### config.mk
export PLATFORM = sky130hd
export DESIGN_NAME = mult_rr_arbiter
export DESIGN_NICKNAME = d
export VERILOG_FILES = /design/src/rtl/mult_pkg.sv /design/src/rtl/mult_pipe.sv /design/src/rtl/mult_rr_arbiter.sv
export SDC_FILE = /design/constraint.sdc
export NUM_CORES = 1
export LEC_CHECK = 0
export ABC_AREA = 1
export BUFFER_PORTS_ARGS = -buffer_cell sky130_fd_sc_hd__buf_2
export CAP_MARGIN = 20
export CORE_MARGIN = 2
export CORE_UTILIZATION = 30
export DETAILED_ROUTE_END_ITERATION = 12
export HOLD_SLACK_MARGIN = 0.02
export PLACE_DENSITY = 0.48
export RECOVER_POWER = 25
export SETUP_SLACK_MARGIN = 0.02
export SKIP_CTS_REPAIR_TIMING = 1
export SLEW_MARGIN = 20
export SYNTH_ARGS = -nofsm -noshare
export SYNTH_HDL_FRONTEND = slang
export SYNTH_SLANG_ARGS = --single-unit
### constraint.sdc
create_clock -name clk -period 7.6 [get_ports clk]
set_input_delay 0.38 -clock clk [delete_from_list [all_inputs] [get_ports clk]]
set_output_delay 0.38 -clock clk [all_outputs]
set_load 0.1 [all_outputs]
### src/rtl/mult_pkg.sv
// Shared definitions for the round-robin multiplier arbiter: default sizes,
// tag-width helper and the side-band tag carried alongside the product.
package mult_pkg;

  localparam int DEFAULT_WIDTH   = 8;
  localparam int DEFAULT_LATENCY = 2;
  localparam int MAX_ID_W        = 4;  // enough for 16 requesters

  function automatic int tag_width(input int num_req);
    return (num_req > 1) ? $clog2(num_req) : 1;
  endfunction

  typedef struct packed {
    logic                valid;
    logic [MAX_ID_W-1:0] id;
  } mult_tag_t;

endpackage

### src/rtl/mult_pipe.sv
// Pipelined full-width unsigned multiplier with a tag that travels in lockstep.
// Operands register at stage 0; the product then moves through LATENCY-1 stages.
module mult_pipe
  import mult_pkg::*;
#(
  parameter int WIDTH   = DEFAULT_WIDTH,
  parameter int LATENCY = DEFAULT_LATENCY
) (
  input  logic               clk,
  input  logic               reset,
  input  mult_tag_t          in_tag,
  input  logic [WIDTH-1:0]   in_a,
  input  logic [WIDTH-1:0]   in_b,
  output mult_tag_t          out_tag,
  output logic [2*WIDTH-1:0] out_prod
);

  logic [WIDTH-1:0]   a_q;
  logic [WIDTH-1:0]   b_q;
  mult_tag_t          tag0_q;
  logic [2*WIDTH-1:0] prod_d;

  // NOTE: only the valid bits are reset; operand and product registers are
  // qualified by valid, so clearing them would just cost reset fan-out.
  always_ff @(posedge clk) begin
    a_q    <= in_a;
    b_q    <= in_b;
    tag0_q <= in_tag;
    if (reset) tag0_q.valid <= 1'b0;
  end

  assign prod_d = {{WIDTH{1'b0}}, a_q} * {{WIDTH{1'b0}}, b_q};

  generate
    if (LATENCY == 1) begin : g_direct
      assign out_tag  = tag0_q;
      assign out_prod = prod_d;
    end else begin : g_stages
      mult_tag_t          tag_q  [LATENCY-1];
      logic [2*WIDTH-1:0] prod_q [LATENCY-1];

      always_ff @(posedge clk) begin
        tag_q[0]  <= tag0_q;
        prod_q[0] <= prod_d;
        for (int k = 1; k < LATENCY - 1; k++) begin
          tag_q[k]  <= tag_q[k-1];
          prod_q[k] <= prod_q[k-1];
        end
        if (reset) begin
          for (int k = 0; k < LATENCY - 1; k++) tag_q[k].valid <= 1'b0;
        end
      end

      assign out_tag  = tag_q[LATENCY-2];
      assign out_prod = prod_q[LATENCY-2];
    end
  endgenerate

endmodule

### src/rtl/mult_rr_arbiter.sv
// Round-robin front end sharing one pipelined multiplier among NUM_REQ lanes;
// the result returns to its owner LATENCY cycles after acceptance.
module mult_rr_arbiter
  import mult_pkg::*;
#(
  parameter  int NUM_REQ = 4,
  parameter  int WIDTH   = DEFAULT_WIDTH,
  parameter  int LATENCY = DEFAULT_LATENCY,
  localparam int ID_W    = tag_width(NUM_REQ),
  localparam int CNT_W   = $clog2(LATENCY + 1)
) (
  input  logic                     clk,
  input  logic                     reset,
  input  logic [NUM_REQ-1:0]       req_valid,
  input  logic [NUM_REQ*WIDTH-1:0] req_a,
  input  logic [NUM_REQ*WIDTH-1:0] req_b,
  output logic [NUM_REQ-1:0]       req_ready,
  output logic [NUM_REQ-1:0]       rsp_valid,
  output logic [ID_W-1:0]          rsp_id,
  output logic [2*WIDTH-1:0]       rsp_prod,
  output logic [CNT_W-1:0]         in_flight,
  output logic                     busy
);

  logic [ID_W-1:0]    rr_ptr;
  logic [ID_W-1:0]    grant_idx;
  logic               grant_any;
  logic               transfer;
  mult_tag_t          in_tag;
  mult_tag_t          out_tag;
  logic [2*WIDTH-1:0] out_prod;
  logic               out_valid;
  logic [ID_W-1:0]    out_id;
  logic [ID_W-1:0]    hold_id;
  logic [2*WIDTH-1:0] hold_prod;

  // NOTE: combinational logic uses blocking assignments and sets every output
  // to a default first, so the scan reads its own updates and no latch appears.
  always_comb begin
    grant_any = 1'b0;
    grant_idx = '0;
    for (int k = 0; k < NUM_REQ; k++) begin
      if (!grant_any && req_valid[(int'(rr_ptr) + k) % NUM_REQ]) begin
        grant_any = 1'b1;
        grant_idx = ID_W'((int'(rr_ptr) + k) % NUM_REQ);
      end
    end
  end

  always_comb begin
    req_ready = '0;
    if (grant_any && !reset) req_ready[grant_idx] = 1'b1;
  end

  assign transfer = grant_any & ~reset;
  assign in_tag   = '{valid: transfer, id: MAX_ID_W'(grant_idx)};

  mult_pipe #(
    .WIDTH   (WIDTH),
    .LATENCY (LATENCY)
  ) u_pipe (
    .clk      (clk),
    .reset    (reset),
    .in_tag   (in_tag),
    .in_a     (req_a[int'(grant_idx)*WIDTH +: WIDTH]),
    .in_b     (req_b[int'(grant_idx)*WIDTH +: WIDTH]),
    .out_tag  (out_tag),
    .out_prod (out_prod)
  );

  // Results landing while reset is high belong to discarded requests.
  assign out_valid = out_tag.valid & ~reset;
  assign out_id    = ID_W'(out_tag.id);

  always_comb begin
    rsp_valid = '0;
    if (out_valid) rsp_valid[out_id] = 1'b1;
  end

  assign rsp_id   = out_valid ? out_id   : hold_id;
  assign rsp_prod = out_valid ? out_prod : hold_prod;
  assign busy     = (in_flight != '0);

  // NOTE: clocked state uses non-blocking assignments so every register
  // samples pre-edge values regardless of statement order.
  always_ff @(posedge clk) begin
    if (reset) begin
      rr_ptr    <= '0;
      in_flight <= '0;
      hold_id   <= '0;
      hold_prod <= '0;
    end else begin
      if (transfer) begin
        rr_ptr <= (grant_idx == ID_W'(NUM_REQ - 1)) ? '0 : grant_idx + ID_W'(1);
      end
      case ({transfer, out_tag.valid})
        2'b10:   in_flight <= in_flight + CNT_W'(1);
        2'b01:   in_flight <= in_flight - CNT_W'(1);
        default: in_flight <= in_flight;
      endcase
      if (out_valid) begin
        hold_id   <= out_id;
        hold_prod <= out_prod;
      end
    end
  end

endmodule

==> results.py, run 1 <==
metrics = {
    "critical_path": {
        "criticalPathCategory": "flop to output pin",
        "worstPathMaxFanout": 36,
        "crit_required_ps": 7220,
        "critPathCaptureType": "output pin",
        "cp.arrival_ps": 4500,
        "setup.worst_path.start_class": "flop",
    },
    "clock_tree": {
        "cts.reportedPaths.clkPinSlew_ps": 50,
        "clock-sinks": 60,
        "tritoncts": "built",
        "htree_levels": 3,
        "clock_tree.buffer_depth": 2,
        "worst_skew_pair.late_latency_ps": 330,
        "clock_tree.root_cell": "sky130_fd_sc_hd__clkbuf_16",
        "cts_buffers": 9,
    },
    "final_layout": {
        "multi_input_comb_area_um2": 2960,
        "num-nets-final": 950,
        "design_area_um2": 5920,
        "sequential_cell_area_um2": 1200,
        "ant_diodes": 0,
        "layout-drive-gt1-share": 0.141,
        "area_growth_pct": 15.9,
        "layout.filler_cells": 1862,
    },
    "sta": {
        "final-hold-violation-count": 0,
        "timing_max_transition_violations_final": 0,
        "setup_repair_after_global_routing_missed_its_margin": "no",
        "clock.fmax_ghz": 0.205,
        "fin_setup_tns_ps": 0,
        "worst_slew_margin_rel": 0.226,
        "finalSetupViolations": 0,
        "final_period_minus_worst_setup_slack_ps": 4880,
        "period_share": 0.642,
        "timing_worst_slew_pin_value_ps": 1170,
        "fin_worst_skew_ps": 14.3,
    },
    "die": {
        "io-pin-count": 99,
        "die_width_um": 134,
        "die_height_um": 134,
        "coreArea_um2": 16600,
        "die_area_um2": 18100,
        "rows": 47,
        "effective_utilization_at_floorplan": 0.308,
    },
    "global_route": {
        "antenna_violations_before_repair": 0,
        "grt_first_pass_wirelength_um": 19900,
        "via_count_of_the_first_global_routing_pass": 4324,
        "grt_start_max_net_pins": 37,
        "globalRoute.totalOverflow": 0,
        "grt.total_usage": 0.135,
    },
    "logic_synthesis": {
        "synthDominantAreaCellType": "sky130_fd_sc_hd__dfxtp_1",
        "synthesized_area_fraction_occupied_by_ao_oa_aoi_and_oai_cells": 0.0693,
        "post_synth_main_area_contributors": "sky130_fd_sc_hd__dfxtp_1, sky130_fd_sc_hd__fa_1, sky130_fd_sc_hd__inv_1",
        "number_of_flip_flops_and_latches_in_the_synthesized_netlist": 60,
        "synthXorXnorAreaFrac": 0.0154,
        "asr_flop_ratio_synth": 0,
        "post-synth-top-count-cell": "sky130_fd_sc_hd__inv_1",
        "ys_warn_count": 0,
        "synth_top_flop_cell": "sky130_fd_sc_hd__dfxtp_1",
        "post_synth_simple_gate_area": 0.258,
        "netlist_top_cells_count": "sky130_fd_sc_hd__inv_1, sky130_fd_sc_hd__nand2_1, sky130_fd_sc_hd__dfxtp_1",
        "synth_adder_area_share": 0.242,
        "synth_cell_types": 34,
        "ys_seq_area_frac": 0.235,
        "synth_mux_area_frac": 0,
        "synthesis.nets": 875,
        "postSynthAreaPerCell_um2": 7.01,
        "synth_area_um2": 5110,
        "synthCells": 728,
        "main_combinational_cell_family_by_area_after_synthesis": "simple AND/OR/NAND/NOR gates",
        "count_of_flip_flops_with_a_built_in_enable_after_synthesis": 0,
        "synth_top_area_share": 0.235,
    },
    "detailed_routing": {
        "drcViolationCount": 0,
        "vias": 4419,
        "vias_per_cell": 4.30,
        "drt-initial-drc-count": 161,
        "final_antenna_net_count": 0,
        "drt_pass1_iterations": 6,
        "routed_wl_um": 11800,
        "wl_per_cell_um": 11.5,
    },
    "placed_design": {
        "placedInstanceArea_um2": 5690,
        "gp_congestion": 0.807,
        "place.detailed.hpwl_um": 9580,
        "port_buffer_count": 98,
    },
    "flow_run": {
        "maxCapViolations": 0,
    },
    "run_status": {
        "status": "finished, final reports clean",
    },
    "hold_path": {
        "worstHoldPathType": "flop to flop",
    },
}
-- worst max-delay path, stage by stage (launching register included) --
cell and delay (ps):
sky130_fd_sc_hd__dfxtp_1 600, sky130_fd_sc_hd__inv_1 250, sky130_fd_sc_hd__nand2_1 130, sky130_fd_sc_hd__nand3_1 90
sky130_fd_sc_hd__nand2_1 160, sky130_fd_sc_hd__a21oi_1 60, sky130_fd_sc_hd__nand2_1 770, sky130_fd_sc_hd__nand2_1 960
sky130_fd_sc_hd__inv_1 330, sky130_fd_sc_hd__ha_1 210, sky130_fd_sc_hd__inv_1 40, sky130_fd_sc_hd__nor2_1 100
sky130_fd_sc_hd__buf_2 440
-- final timing paths --
kind	start	to	slack, ps	cells after the start
worst min register to register	u_pipe.tag0_q[0]$_DFF_P_	u_pipe.g_stages.tag_q[0][0]$_DFF_P_	330	0
worst max-delay path	rr_ptr[0]$_SDFFE_PP0P_	req_ready[3]	2720	12
worst max register to register	u_pipe.a_q[0]$_DFF_P_	u_pipe.g_stages.prod_q[0][13]$_DFF_P_	3420	17
worst min-delay path	u_pipe.tag0_q[0]$_DFF_P_	u_pipe.g_stages.tag_q[0][0]$_DFF_P_	330	0
-- cell families after synthesis --
group,Yosys count
DFF,60
buffers and inverters,229
AOI/OAI and AO/OA,59
adders and majority gates,77
xor gates and xnor gates,9
and+or+nand+nor,294
-- layout make-up --
| cell class | count | share of cell area |
|---|---|---|
| well taps | 220 | 0.0465 |
| repair buffers | 98 | 0.0816 |
| inverters | 195 | 0.124 |
| flip-flops and latches | 60 | 0.203 |
| clock inverters | 2 | 0.00169 |
| multi-input cells | 439 | 0.500 |
| clock buffers | 14 | 0.0429 |
-- sequential cells by signal, indices dropped and copies added, names as in the netlist --
register,flops
u_pipe.b_q,8
in_flight,2
hold_id,2
u_pipe.g_stages.prod_q,16
u_pipe.g_stages.tag_q,3
u_pipe.a_q,8
u_pipe.tag0_q,3
hold_prod,16
rr_ptr,2
-- through the flow --
step	setup slack (ps)	util	hold WS (ps)	cells
after global placement	3440	0.343	313	1012
after global routing	2230	0.357	345	1028
after CTS	3380	0.359	326	1028
after detailed placement	3390	0.343	315	1012
final	2720	0.357	326	1028
after floorplan	3560	-	310	728
-- metal layers --
layer,vias up,global-route usage,wire [um]
met3,7,0.0319,613
met1,1983,0.185,5940
li1,2321,-,-
met4,0,0.0374,123
met2,108,0.213,5120
met5,-,0,0
-- cells in the final DEF, fill, tap and decap left out --
cell type and instances:
sky130_fd_sc_hd__a21oi_1 29, sky130_fd_sc_hd__nand3_4 1, sky130_fd_sc_hd__xnor2_1 4, sky130_fd_sc_hd__or2_2 1
sky130_fd_sc_hd__inv_2 1, sky130_fd_sc_hd__ha_1 41, sky130_fd_sc_hd__nand2_2 2, sky130_fd_sc_hd__a221oi_1 1
sky130_fd_sc_hd__inv_4 1, sky130_fd_sc_hd__nor2_1 31, sky130_fd_sc_hd__clkbuf_8 1, sky130_fd_sc_hd__buf_2 92
sky130_fd_sc_hd__a211oi_1 17, sky130_fd_sc_hd__nor2_4 1, sky130_fd_sc_hd__o211ai_1 1, sky130_fd_sc_hd__clkinv_2 2
sky130_fd_sc_hd__nand3b_1 18, sky130_fd_sc_hd__clkbuf_1 10, sky130_fd_sc_hd__clkbuf_16 9, sky130_fd_sc_hd__xor2_1 5
sky130_fd_sc_hd__nand3_2 2, sky130_fd_sc_hd__a21o_1 3, sky130_fd_sc_hd__inv_1 191, sky130_fd_sc_hd__nand4_1 2
sky130_fd_sc_hd__fa_1 36, sky130_fd_sc_hd__nand3_1 55, sky130_fd_sc_hd__dfxtp_1 60, sky130_fd_sc_hd__nand2_4 1
sky130_fd_sc_hd__nand2_1 179, sky130_fd_sc_hd__clkinv_1 2, sky130_fd_sc_hd__a31oi_1 2, sky130_fd_sc_hd__nor3_1 1
sky130_fd_sc_hd__o21ai_0 6
Power of run 1 is not shown: default switching activity piles up to over one toggle a cycle in this logic, so the estimate is an artifact.
==> run 2: changes to the inputs <==
==> constraint.sdc (replaced) <==
create_clock -name clk -period 4.5 [get_ports clk]
set_input_delay 0.225 -clock clk [delete_from_list [all_inputs] [get_ports clk]]
set_output_delay 0.225 -clock clk [all_outputs]
set_load 0.1 [all_outputs]
==> results.py, run 2 (synthesized netlist as in run 1, its figures left out) <==
metrics = {
    "sta": {
        "worst_slew_margin_rel": 0.231,
        "period_share": 0.930,
        "final_period_minus_worst_setup_slack_ps": 4190,
        "fin_worst_skew_ps": 10.6,
        "fin_setup_tns_ps": 0,
        "timing_worst_slew_pin_value_ps": 1160,
        "finalSetupViolations": 0,
        "clock.fmax_ghz": 0.239,
        "setup_repair_after_global_routing_missed_its_margin": "no",
        "final-hold-violation-count": 0,
        "timing_max_transition_violations_final": 0,
    },
    "placed_design": {
        "dpl.cell_count": 1018,
        "gp_congestion": 0.813,
        "port_buffer_count": 98,
        "placedInstanceArea_um2": 5730,
        "place.detailed.hpwl_um": 9550,
    },
    "detailed_routing": {
        "drt_pass1_iterations": 5,
        "final_antenna_net_count": 0,
        "vias_per_cell": 4.20,
        "wl_per_cell_um": 11.5,
        "vias": 4335,
        "drt-initial-drc-count": 170,
        "routed_wl_um": 11900,
        "drcViolationCount": 0,
    },
    "global_route": {
        "via_count_of_the_first_global_routing_pass": 4180,
        "grt_first_pass_wirelength_um": 19600,
        "antenna_violations_before_repair": 0,
        "grt.total_usage": 0.134,
        "globalRoute.totalOverflow": 0,
        "grt_start_max_net_pins": 37,
    },
    "clock_tree": {
        "htree_levels": 3,
        "tritoncts": "built",
        "clock_tree.buffer_depth": 2,
        "worst_skew_pair.late_latency_ps": 330,
        "cts_buffers": 9,
        "clock-sinks": 60,
        "clock_tree.root_cell": "sky130_fd_sc_hd__clkbuf_16",
        "cts.reportedPaths.clkPinSlew_ps": 60,
    },
    "final_layout": {
        "num-nets-final": 956,
        "design_area_um2": 6030,
        "layout_commonest_cell": "sky130_fd_sc_hd__inv_1",
        "instances_no_fill": 1033,
        "layout-drive-gt1-share": 0.156,
        "area_growth_pct": 18.1,
        "reg_top3": "hold_prod x16, u_pipe.g_stages.prod_q x16",
        "ant_diodes": 0,
        "layout.cells.most_common_list": "sky130_fd_sc_hd__inv_1, sky130_fd_sc_hd__nand2_1, sky130_fd_sc_hd__buf_2",
    },
    "run_status": {
        "status": "finished, final reports clean",
    },
    "critical_path": {
        "cp.arrival_ps": 4410,
        "critPathSlowestCell": "sky130_fd_sc_hd__dfxtp_1",
        "criticalPathCategory": "flop to flop",
        "crit_required_ps": 4720,
        "worstPathMaxFanout": 8,
        "setup.worst_path.start_class": "flop",
        "worst_path_largest_cell_delay_ps": 520,
        "worstPathCellList": "nand2_1, fa_1, fa_1, inv_1, fa_1, inv_1, fa_1, inv_1, ha_1, nand2_1, inv_1, a21oi_1, o21ai_0, a21oi_1, inv_1, nand2_1, nand2_1",
        "critPathCaptureType": "flop",
        "critPathMostFrequentCell": "sky130_fd_sc_hd__inv_1",
    },
    "die": {
        "die_area_um2": 18100,
        "effective_utilization_at_floorplan": 0.308,
        "die_width_um": 134,
        "rows": 47,
        "coreArea_um2": 16600,
        "die_height_um": 134,
        "io-pin-count": 99,
    },
    "hold_path": {
        "worstHoldPathType": "primary input to flop",
    },
    "flow_run": {
        "maxCapViolations": 0,
    },
}
run 2: area by class of cell:
cell class / count / area [um^2]
Fill cell: 1815 / 10600
Multi-Input combinational cell: 439 / 2970
Sequential cell: 60 / 1200
Inverter: 195 / 734
Timing Repair Buffer: 104 / 527
Tap cell: 220 / 275
Clock buffer: 11 / 243
Clock inverter: 4 / 73.8
run 2: worst paths after layout:
path | from | to | slack (ps) | cells past startpoint
min reg2reg | u_pipe.tag0_q[0]$_DFF_P_ | u_pipe.g_stages.tag_q[0][0]$_DFF_P_ | 330 | 0
min | req_b[22] | u_pipe.b_q[6]$_DFF_P_ | 210 | 5
max reg2reg | u_pipe.a_q[3]$_DFF_P_ | u_pipe.g_stages.prod_q[0][13]$_DFF_P_ | 310 | 17
max | u_pipe.a_q[3]$_DFF_P_ | u_pipe.g_stages.prod_q[0][13]$_DFF_P_ | 310 | 17
run 2: per-layer routing:
metal  wire length (um)  vias up  track usage  part of all wire
li1                   -     2335            -                 -
met1               6020     1877        0.190              0.51
met2               5040      115        0.201              0.43
met3                680        8       0.0349             0.057
met4                104        0       0.0363            0.0088
met5                  0        -            0                 0
run 2: critical path, delay by kind of cell (launching register included):
family          cells  cell delay (ps)
buf+inv             5              240
flops               1              520
fa+ha+maj           5             2380
compound gates      3              620
simple gates        4              320
run 2: per-stage QoR:
| stage | worst slack (ps) | util | hold WS (ps) |
|---|---|---|---|
| finish | 314 | 0.364 | 209 |
| floorplan | 459 | - | 310 |
| global route | 21.6 | 0.364 | 225 |
| CTS | 304 | 0.365 | 204 |
| global placement | 352 | 0.346 | 310 |
| detailed placement | 304 | 0.346 | 312 |
Power of run 2 is left out for the same reason.
==> run 3: changes to the inputs <==
==> constraint.sdc (replaced) <==
create_clock -name clk -period 4.5 [get_ports clk]
set_input_delay 0.9 -clock clk [delete_from_list [all_inputs] [get_ports clk]]
set_output_delay 0.9 -clock clk [all_outputs]
set_load 0.1 [all_outputs]
==> results.py, run 3 (synthesized netlist as in run 1, its figures left out) <==
metrics = {
    "critical_path": {
        "critPathCaptureType": "flop",
        "setup.worst_path.start_class": "flop",
        "cp.arrival_ps": 4330,
        "worst_path_largest_cell_delay_ps": 530,
        "cp.buffers_inverters": 5,
        "criticalPathCategory": "flop to flop",
        "reg2reg_to": "u_pipe.g_stages.prod_q[0][13]$_DFF_P_",
        "critPathSlowestCell": "sky130_fd_sc_hd__fa_1",
        "worst_r2r_path_cells": 17,
        "worstPathCellList": "nand2_1, fa_1, fa_1, inv_1, fa_1, inv_1, fa_1, inv_1, ha_1, nand2_1, inv_1, a21oi_1, o21ai_1, a21oi_1, inv_1, nand2_1, nand2_1",
        "setup.reg_to_reg.worst_slack_ps": 390,
        "critPathMostFrequentCell": "sky130_fd_sc_hd__inv_1",
        "worstReg2RegStart": "u_pipe.a_q[3]$_DFF_P_",
        "worstPathMaxFanout": 8,
        "crit_required_ps": 4720,
        "critical_path.top_delay_family": "adder cells",
    },
    "detailed_routing": {
        "drt-initial-drc-count": 197,
        "drcViolationCount": 0,
        "final_antenna_net_count": 0,
        "vias_per_cell": 4.21,
        "wl_per_cell_um": 11.4,
        "drt_pass1_iterations": 4,
        "routed_wl_um": 11800,
        "vias": 4363,
    },
    "sta": {
        "finalSetupViolations": 0,
        "setup_repair_after_global_routing_missed_its_margin": "no",
        "final-hold-violation-count": 0,
        "fin_setup_tns_ps": 0,
        "final_period_minus_worst_setup_slack_ps": 4110,
        "period_share": 0.913,
        "timing_worst_slew_pin_value_ps": 1160,
        "fin_worst_skew_ps": 9.81,
        "worst_slew_margin_rel": 0.229,
        "timing_max_transition_violations_final": 0,
        "clock.fmax_ghz": 0.243,
    },
    "global_route": {
        "via_count_of_the_first_global_routing_pass": 4274,
        "grt.total_usage": 0.135,
        "grt_start_max_net_pins": 34,
        "antenna_violations_before_repair": 0,
        "grt_first_pass_wirelength_um": 20000,
        "globalRoute.totalOverflow": 0,
    },
    "clock_tree": {
        "tritoncts": "built",
        "htree_levels": 3,
        "clock_tree.buffer_depth": 2,
        "worst_skew_pair.late_latency_ps": 330,
        "clock-sinks": 60,
        "cts_buffers": 9,
        "clock_tree.root_cell": "sky130_fd_sc_hd__clkbuf_16",
        "cts.reportedPaths.clkPinSlew_ps": 60,
    },
    "hold_path": {
        "min-delay-start": "u_pipe.tag0_q[0]$_DFF_P_",
        "hold-path-cell-count": 0,
        "hold_path_end": "u_pipe.g_stages.tag_q[0][0]$_DFF_P_",
        "worstHoldPathType": "flop to flop",
    },
    "final_layout": {
        "area_growth_pct": 18.5,
        "layout-drive-gt1-share": 0.165,
        "ant_diodes": 0,
        "num-nets-final": 959,
        "reg_top3": "hold_prod x16, u_pipe.g_stages.prod_q x16",
        "design_area_um2": 6050,
        "instances_no_fill": 1037,
        "layout.cells.most_common_list": "sky130_fd_sc_hd__inv_1, sky130_fd_sc_hd__nand2_1, sky130_fd_sc_hd__buf_2",
        "layout_commonest_cell": "sky130_fd_sc_hd__inv_1",
    },
    "die": {
        "effective_utilization_at_floorplan": 0.308,
        "io-pin-count": 99,
        "die_area_um2": 18100,
        "rows": 47,
        "coreArea_um2": 16600,
        "die_width_um": 134,
        "die_height_um": 134,
    },
    "placed_design": {
        "placedInstanceArea_um2": 5750,
        "port_buffer_count": 98,
        "place.detailed.hpwl_um": 9600,
        "dpl.cell_count": 1021,
        "gp_congestion": 0.832,
    },
    "flow_run": {
        "maxCapViolations": 0,
    },
    "run_status": {
        "status": "finished, final reports clean",
    },
}
-- run 3: changes by cell type in the layout (fill, tap and decap cells not counted), moves of 2 or more --
cell,change
sky130_fd_sc_hd__buf_4,+4
sky130_fd_sc_hd__clkbuf_1,-4
sky130_fd_sc_hd__buf_2,+2
sky130_fd_sc_hd__clkinv_4,+2
-- run 3: final cells by class --
cell class	count	area, um^2
Clock buffer	9	225
Clock inverter	7	75.1
Fill cell	1834	10500
Inverter	195	734
Multi-Input combinational cell	439	2980
Sequential cell	60	1200
Tap cell	220	275
Timing Repair Buffer	107	556
-- run 3: per-stage QoR --
stage | worst slack [ps] | utilization | hold WS [ps]
5_1_grt | 60.8 | 0.365 | 335
6_report | 391 | 0.365 | 323
3_3_place_gp | 359 | 0.347 | 311
3_5_place_dp | 321 | 0.347 | 312
2_1_floorplan | 72.4 | - | 310
4_1_cts | 310 | 0.365 | 327
-- run 3: worst max-delay path by stage --
stage	from	to	slack, ps	cells after the start
finish	u_pipe.a_q[3]$_DFF_P_	u_pipe.g_stages.prod_q[0][13]$_DFF_P_	390	17
floorplan	reset	rsp_valid[0]	70	4
CTS	u_pipe.a_q[1]$_DFF_P_	u_pipe.g_stages.prod_q[0][13]$_DFF_P_	310	17
global placement	u_pipe.b_q[6]$_DFF_P_	u_pipe.g_stages.prod_q[0][13]$_DFF_P_	360	17
global route	u_pipe.a_q[1]$_DFF_P_	u_pipe.g_stages.prod_q[0][13]$_DFF_P_	60	17
detailed placement	u_pipe.a_q[1]$_DFF_P_	u_pipe.g_stages.prod_q[0][13]$_DFF_P_	320	17
-- run 3: layer usage --
metal | wire length [um] | up-vias | global-route usage
li1 | - | 2336 | -
met1 | 6080 | 1905 | 0.197
met2 | 4960 | 110 | 0.201
met3 | 645 | 12 | 0.0285
met4 | 144 | 0 | 0.0398
met5 | 0 | - | 0
Power of run 3 is left out for the same reason.
